==> src/rtl/uart_key_matrix_if.sv <==
// Bundle between the serial keyboard receiver, the CPU key-read mux and uart_key_matrix.
// rx_valid is a one-cycle strobe with no ready: the producer never stalls, so a full FIFO drops the byte and raises overflow.
interface uart_key_matrix_if;
    logic [7:0]  rx_data;
    logic        rx_valid;
    logic [5:0]  key_addr;
    logic        key_pressed;
    logic [63:0] key_matrix;
    logic        busy;
    logic        overflow;
    logic [1:0]  state_dbg;

    modport master (
        output rx_data, rx_valid, key_addr,
        input  key_pressed, key_matrix, busy, overflow, state_dbg
    );

    modport slave (
        input  rx_data, rx_valid, key_addr,
        output key_pressed, key_matrix, busy, overflow, state_dbg
    );
endinterface

==> src/rtl/uart_key_matrix.sv <==
// ASCII bytes from uart_rx are decoded, queued, and replayed as timed presses on the
// 64-key Galaksija matrix, with a release gap after each key so repeats register.
module uart_key_matrix #(
    parameter int F_CLK   = 25000000,
    parameter int HOLD_MS = 40,
    parameter int GAP_MS  = 20,
    parameter int FIFO_AW = 4
) (
    input  logic              clk,
    input  logic              reset_n,
    uart_key_matrix_if.slave  bus
);

    localparam int          DEPTH     = 2 ** FIFO_AW;
    localparam logic [31:0] HOLD_CYC  = 32'(F_CLK / 1000 * HOLD_MS);
    localparam logic [31:0] GAP_CYC   = 32'(F_CLK / 1000 * GAP_MS);
    localparam logic [63:0] SHIFT_BIT = 64'd1 << 53;

    typedef enum logic [1:0] {
        IDLE  = 2'd0,
        PRESS = 2'd1,
        GAP   = 2'd2
    } state_t;

    state_t           state;
    logic [31:0]      cnt;
    logic [63:0]      key_matrix_q;
    logic             overflow_q;
    logic [FIFO_AW:0] wr_ptr;
    logic [FIFO_AW:0] rd_ptr;
    logic [6:0]       fifo_mem [DEPTH];

    logic       dec_mapped;
    logic       dec_shift;
    logic [5:0] dec_code;
    logic [6:0] head;
    logic       empty;
    logic       full;
    logic       pop;
    logic       push;

    // Entry layout is {shift, code}; shifted symbols share codes with digits and punctuation.
    always_comb begin
        dec_mapped = 1'b1;
        dec_shift  = 1'b0;
        dec_code   = 6'd0;
        case (bus.rx_data) inside
            [8'h41:8'h5A], [8'h61:8'h7A]: dec_code = {1'b0, bus.rx_data[4:0]};
            [8'h30:8'h39]: dec_code = {2'b10, bus.rx_data[3:0]};
            8'h0A, 8'h0D:  dec_code = 6'd48;
            8'h08, 8'h7F:  dec_code = 6'd29;
            8'h1B:         dec_code = 6'd49;
            8'h20:         dec_code = 6'd31;
            8'h3B:         dec_code = 6'd42;
            8'h3A:         dec_code = 6'd43;
            8'h2C:         dec_code = 6'd44;
            8'h3D:         dec_code = 6'd45;
            8'h2E:         dec_code = 6'd46;
            8'h2F:         dec_code = 6'd47;
            8'h5F: begin dec_shift = 1'b1; dec_code = 6'd32; end
            8'h21: begin dec_shift = 1'b1; dec_code = 6'd33; end
            8'h22: begin dec_shift = 1'b1; dec_code = 6'd34; end
            8'h23: begin dec_shift = 1'b1; dec_code = 6'd35; end
            8'h24: begin dec_shift = 1'b1; dec_code = 6'd36; end
            8'h25: begin dec_shift = 1'b1; dec_code = 6'd37; end
            8'h26: begin dec_shift = 1'b1; dec_code = 6'd38; end
            8'h5C: begin dec_shift = 1'b1; dec_code = 6'd39; end
            8'h28: begin dec_shift = 1'b1; dec_code = 6'd40; end
            8'h29: begin dec_shift = 1'b1; dec_code = 6'd41; end
            8'h2B: begin dec_shift = 1'b1; dec_code = 6'd42; end
            8'h2A: begin dec_shift = 1'b1; dec_code = 6'd43; end
            8'h3C: begin dec_shift = 1'b1; dec_code = 6'd44; end
            8'h2D: begin dec_shift = 1'b1; dec_code = 6'd45; end
            8'h3E: begin dec_shift = 1'b1; dec_code = 6'd46; end
            8'h3F: begin dec_shift = 1'b1; dec_code = 6'd47; end
            default: dec_mapped = 1'b0;
        endcase
    end

    assign empty = (wr_ptr == rd_ptr);
    assign full  = (wr_ptr[FIFO_AW] != rd_ptr[FIFO_AW]) &&
                   (wr_ptr[FIFO_AW-1:0] == rd_ptr[FIFO_AW-1:0]);
    assign pop   = (state == IDLE) && !empty;
    // A pop in the same cycle frees the slot, so a full FIFO can still accept.
    assign push  = bus.rx_valid && dec_mapped && (!full || pop);
    assign head  = fifo_mem[rd_ptr[FIFO_AW-1:0]];

    always_ff @(posedge clk) begin
        if (push) begin
            fifo_mem[wr_ptr[FIFO_AW-1:0]] <= {dec_shift, dec_code};
        end
    end

    always_ff @(posedge clk) begin
        if (!reset_n) begin
            state        <= IDLE;
            cnt          <= 32'd0;
            key_matrix_q <= 64'd0;
            overflow_q   <= 1'b0;
            wr_ptr       <= '0;
            rd_ptr       <= '0;
        end else begin
            if (push) begin
                wr_ptr <= wr_ptr + 1'b1;
            end
            if (bus.rx_valid && dec_mapped && full && !pop) begin
                overflow_q <= 1'b1;
            end
            case (state)
                IDLE: begin
                    if (!empty) begin
                        rd_ptr       <= rd_ptr + 1'b1;
                        key_matrix_q <= (64'd1 << head[5:0]) | (head[6] ? SHIFT_BIT : 64'd0);
                        cnt          <= HOLD_CYC - 32'd1;
                        state        <= PRESS;
                    end else begin
                        key_matrix_q <= 64'd0;
                    end
                end
                PRESS: begin
                    if (cnt == 32'd0) begin
                        key_matrix_q <= 64'd0;
                        cnt          <= GAP_CYC - 32'd1;
                        state        <= GAP;
                    end else begin
                        cnt <= cnt - 32'd1;
                    end
                end
                GAP: begin
                    if (cnt == 32'd0) begin
                        state <= IDLE;
                    end else begin
                        cnt <= cnt - 32'd1;
                    end
                end
                default: state <= IDLE;
            endcase
        end
    end

    assign bus.key_matrix  = key_matrix_q;
    assign bus.key_pressed = key_matrix_q[bus.key_addr];
    assign bus.busy        = !empty || (state != IDLE);
    assign bus.overflow    = overflow_q;
    assign bus.state_dbg   = state;

endmodule

==> src/flat_wrapper.sv <==
// flat-port wrapper written by rule: the top's interface ports become plain ports
module uart_key_matrix_flat 
#(
    parameter int F_CLK   = 25000000,
    parameter int HOLD_MS = 40,
    parameter int GAP_MS  = 20,
    parameter int FIFO_AW = 4
)
  (clk, reset_n, bus_rx_data, bus_rx_valid, bus_key_addr, bus_key_pressed, bus_key_matrix, bus_busy, bus_overflow, bus_state_dbg);
  uart_key_matrix_if bus_i ();
  input  logic clk;
  input  logic reset_n;
  input wire logic [$bits(bus_i.rx_data)-1:0] bus_rx_data;
  input wire logic [$bits(bus_i.rx_valid)-1:0] bus_rx_valid;
  input wire logic [$bits(bus_i.key_addr)-1:0] bus_key_addr;
  output wire logic [$bits(bus_i.key_pressed)-1:0] bus_key_pressed;
  output wire logic [$bits(bus_i.key_matrix)-1:0] bus_key_matrix;
  output wire logic [$bits(bus_i.busy)-1:0] bus_busy;
  output wire logic [$bits(bus_i.overflow)-1:0] bus_overflow;
  output wire logic [$bits(bus_i.state_dbg)-1:0] bus_state_dbg;
  assign bus_i.rx_data = bus_rx_data;
  assign bus_i.rx_valid = bus_rx_valid;
  assign bus_i.key_addr = bus_key_addr;
  assign bus_key_pressed = bus_i.key_pressed;
  assign bus_key_matrix = bus_i.key_matrix;
  assign bus_busy = bus_i.busy;
  assign bus_overflow = bus_i.overflow;
  assign bus_state_dbg = bus_i.state_dbg;
  uart_key_matrix #(.F_CLK(F_CLK), .HOLD_MS(HOLD_MS), .GAP_MS(GAP_MS), .FIFO_AW(FIFO_AW)) u_core (.clk(clk), .reset_n(reset_n), .bus(bus_i));
endmodule
==> config.mk <==
export PLATFORM = sky130hd
export DESIGN_NAME = uart_key_matrix_flat
export DESIGN_NICKNAME = d
export VERILOG_FILES = /design/src/rtl/uart_key_matrix_if.sv /design/src/rtl/uart_key_matrix.sv /design/src/flat_wrapper.sv
export SDC_FILE = /design/constraint.sdc
export NUM_CORES = 1
export LEC_CHECK = 0
export CORE_AREA = 4 4 145 147
export DETAILED_ROUTE_END_ITERATION = 12
export DIE_AREA = 0 0 149 151
export PLACE_DENSITY_LB_ADDON = 0.15
export SYNTH_ARGS = -nofsm -noshare
export SYNTH_HDL_FRONTEND = slang
export SYNTH_SLANG_ARGS = --single-unit
==> constraint.sdc <==
create_clock -name clk -period 2.9 [get_ports clk]
set_clock_uncertainty 0.2 [all_clocks]
set_input_delay 0.29 -clock clk [delete_from_list [all_inputs] [get_ports clk]]
set_output_delay 0.29 -clock clk [all_outputs]
set_load 0.03 [all_outputs]
==> flow_summary.toml <==
[critical_path]
worst_ep_arrival_time_ps = 2470
path_cells = "mux4_2 -> mux4_2 -> mux4_2 -> buf_6"
cp_max_fo = 2
cpMaxStageDelayCell = "mux4_2"
critical-path-max-stage-delay_ps = 510
endpoint_kind = "primary output"
crit_path_frequent_cell = "mux4_2"
setup.worst_path.class = "flop to primary output"
required_ps = 2410
cp-start-kind = "flop"

[placement]
port_buffers = 85
place_inst = 1245
hpwl_mm = 19.0
gp_congestion = 0.900
pre_cts_ws_ps = -704

[sta]
rsz0062_at_grt = "yes"
fin_crit_sh_pct = 102
setup_viol = 1
fmax_mhz = 338
period_minus_slack_ps = 2960
worst_pin_slew_ps = 1200
hold_slack_ps = 261
hold_viol = 0
final_max_slew_viol_count = 0
fin_ws_ps = -55.9
slew_headroom_pct = 20.1

[global_route]
grt_max_degree = 64
grt_pass1_vias = 7824
grt_use_met2_pct = 40.4
met3_usage_pct = 3.11
gr-total-overflow = 0
grt_antenna_before_repair = 0
grt_most_used_layer = "met2"
met1_usage_pct = 30.9
grt.total_usage_pct = 23.2
grt_pass1_wl_mm = 41.8

[synth]
syn_inst = 824
async_flop_share_pct = 0
synth-edff-count = 112
ys_seq_elements = 225
synth_top_area_cell = "edfxtp_1"
synth.area.top_cells = "edfxtp_1 (33%), dfxtp_1 (22%), mux4_2 (11%)"
ys.warnings.count = 0
syn-num-nets = 851
ys_seq_area_share_pct = 55.8
avgSynthCellArea_um2 = 12.2
synth_cell_types = 68
synth_top_cell_area_share_pct = 33.4
synth_flop_cell = "dfxtp_1"
syn-cell-area_um2 = 10100

[drt]
drc_errors = 0
dr.pass1.iters = 6
drt-initial-drc-count = 745
ant_nets = 0
vias = 7859
drt_wl_total_mm = 26.5
vias_per_cell = 6.03
avgRoutedWirePerCell_um = 20.3

[clock_network]
cts_buffers = 24
cts.clk_slew.worst_paths_ps = 60
insertion_delay_ps = 510
clkSinkCount = 225
tritoncts = "built"
hold_buffers = 0
cts-root-buf = "clkbuf_16"
cts.path.max_buffers = 3
cts_max_level = 1

[power_and_ir_drop]
p_leak_nw = 4.79
ir_drop_mv = 0.583
cellPowerDensity_nw_per_um2 = 740

[layout]
area_growth_syn_to_layout_pct = 28.9
layout_commonest_cell = "buf_4"
drive_gt1_share_pct = 26.5
final_util_pct = 65.2
final.fill_count = 1505
layout.nets = 1043
finalNonFillerCells = 1303
layout_common_cells = "buf_4 (117), edfxtp_1 (112), clkdlybuf4s50_1 (82)"
num_antenna_cells = 0

[hold_path]
hold_path_class = "flop to flop"

[floorplanning]
initial_core_util_pct = 50.6
rows = 52
coreArea_um2 = 19900
die_area_um2 = 22500
design.portCount = 86
die_w_um = 149
die_height_um = 151

[status]
violations = "negative setup slack"
status = "complete, but fails checks"

[flow_run]
maxCapViolCount = 0
kinds of logic after synthesis:
logic type / Yosys count / synth area share (%)
multiplexers: 53 / 11.3
buffers and inverters: 60 / 2.98
flip-flops: 225 / 55.8
adder cells (fa/ha/maj): 10 / 1.24
XOR/XNOR: 14 / 1.22
AO/OA/AOI/OAI: 195 / 14.1
AND/OR/NAND/NOR: 267 / 13.3
through the flow:
| stage | total power, W | setup TNS, ps | instance area (µm²) |
|---|---|---|---|
| 4_1_cts | 0.00954 | -66.3 | 12900 |
| 5_1_grt | 0.0101 | -75.3 | 13000 |
| 3_5_place_dp | 0.00671 | -8180 | 12000 |
| 6_report | 0.00961 | -55.9 | 13000 |
| 2_1_floorplan | 0.00568 | -465 | 10100 |
| 3_3_place_gp | 0.00661 | -3570 | 12000 |
critical path: cells and delay by family, from the launching register on:
family                 cells  cell delay, ps
buffers and inverters      1             160
multiplexers               3            1470
flip-flops                 1             320
worst paths after layout:
check	end	from	slack, ps	cells after the start
max reg2reg	u_core.bus.key_matrix[7]	u_core.cnt[1]	80	8
max	bus_key_pressed	u_core.bus.key_matrix[15]	-60	4
min reg2reg	u_core.bus.overflow	u_core.bus.overflow	260	1
min	u_core.bus.overflow	u_core.bus.overflow	260	1
where the power goes:
part,leakage [nW],internal (W),total [W],switching [W]
registers,1.97,0.00348,0.00361,0.000132
clock network,0.337,0.00160,0.00280,0.00120
logic,2.48,0.00138,0.00320,0.00182
total,4.79,0.00646,0.00961,0.00315
cell usage after synthesis (3+ instances only):
library cell / instances
mux2i_1: 4
ha_1: 10
a22oi_1: 9
nor2b_1: 7
o21ai_1: 21
o22ai_1: 4
nor4b_1: 3
a32oi_1: 4
inv_1: 13
or3_1: 12
o211a_1: 4
xnor2_1: 5
a21oi_1: 28
edfxtp_1: 112
clkbuf_1: 28
nand2_1: 73
nand2b_1: 4
buf_2: 6
and3_1: 16
nor3_1: 26
a311oi_1: 3
a31oi_1: 3
nand4_1: 7
o211ai_1: 3
o32ai_1: 4
nor2_1: 44
a22o_1: 52
nor3b_1: 5
nand3b_1: 3
a221oi_1: 4
nand3_1: 37
o21ai_0: 23
a221o_1: 3
dfxtp_1: 113
or2_2: 4
nor4_1: 11
xor2_1: 9
buf_6: 8
buf_1: 3
and2_1: 8
mux4_2: 49
timing repair:
action / 4_1_cts / 5_1_grt
endpoints found under the setup margin: 45 / 51
pin swaps: 0 / 0
cloned: 1 / 1
resized for setup: 29 / 28
setup buffers: 9 / 4
area by class of cell:
cell class,count,area [µm²],area share [%]
Clock buffer,27,612,4.71
Clock inverter,16,115,0.886
Inverter,13,48.8,0.376
Multi-Input combinational cell,539,4230,32.6
Sequential cell,225,5670,43.7
Tap cell,270,338,2.60
Timing Repair Buffer,213,1970,15.2
state kept, by name, indices dropped and copies added, names as in the netlist, named ones only:
| name | cells |
|---|---|
| u_core.bus.overflow | 1 |
| u_core.bus.state_dbg | 2 |
| u_core.bus.key_matrix | 64 |
| u_core.fifo_mem | 112 |
| u_core.wr_ptr | 5 |
| u_core.rd_ptr | 5 |
| u_core.cnt | 32 |
routing by layer:
layer | part of all wire, % | up-vias
met4 | 1.6 | 0
met1 | 42 | 3921
met3 | 6.0 | 42
met2 | 51 | 278
met5 | 0 | -
li1 | - | 3618
Power figures use the tool's default switching activity.
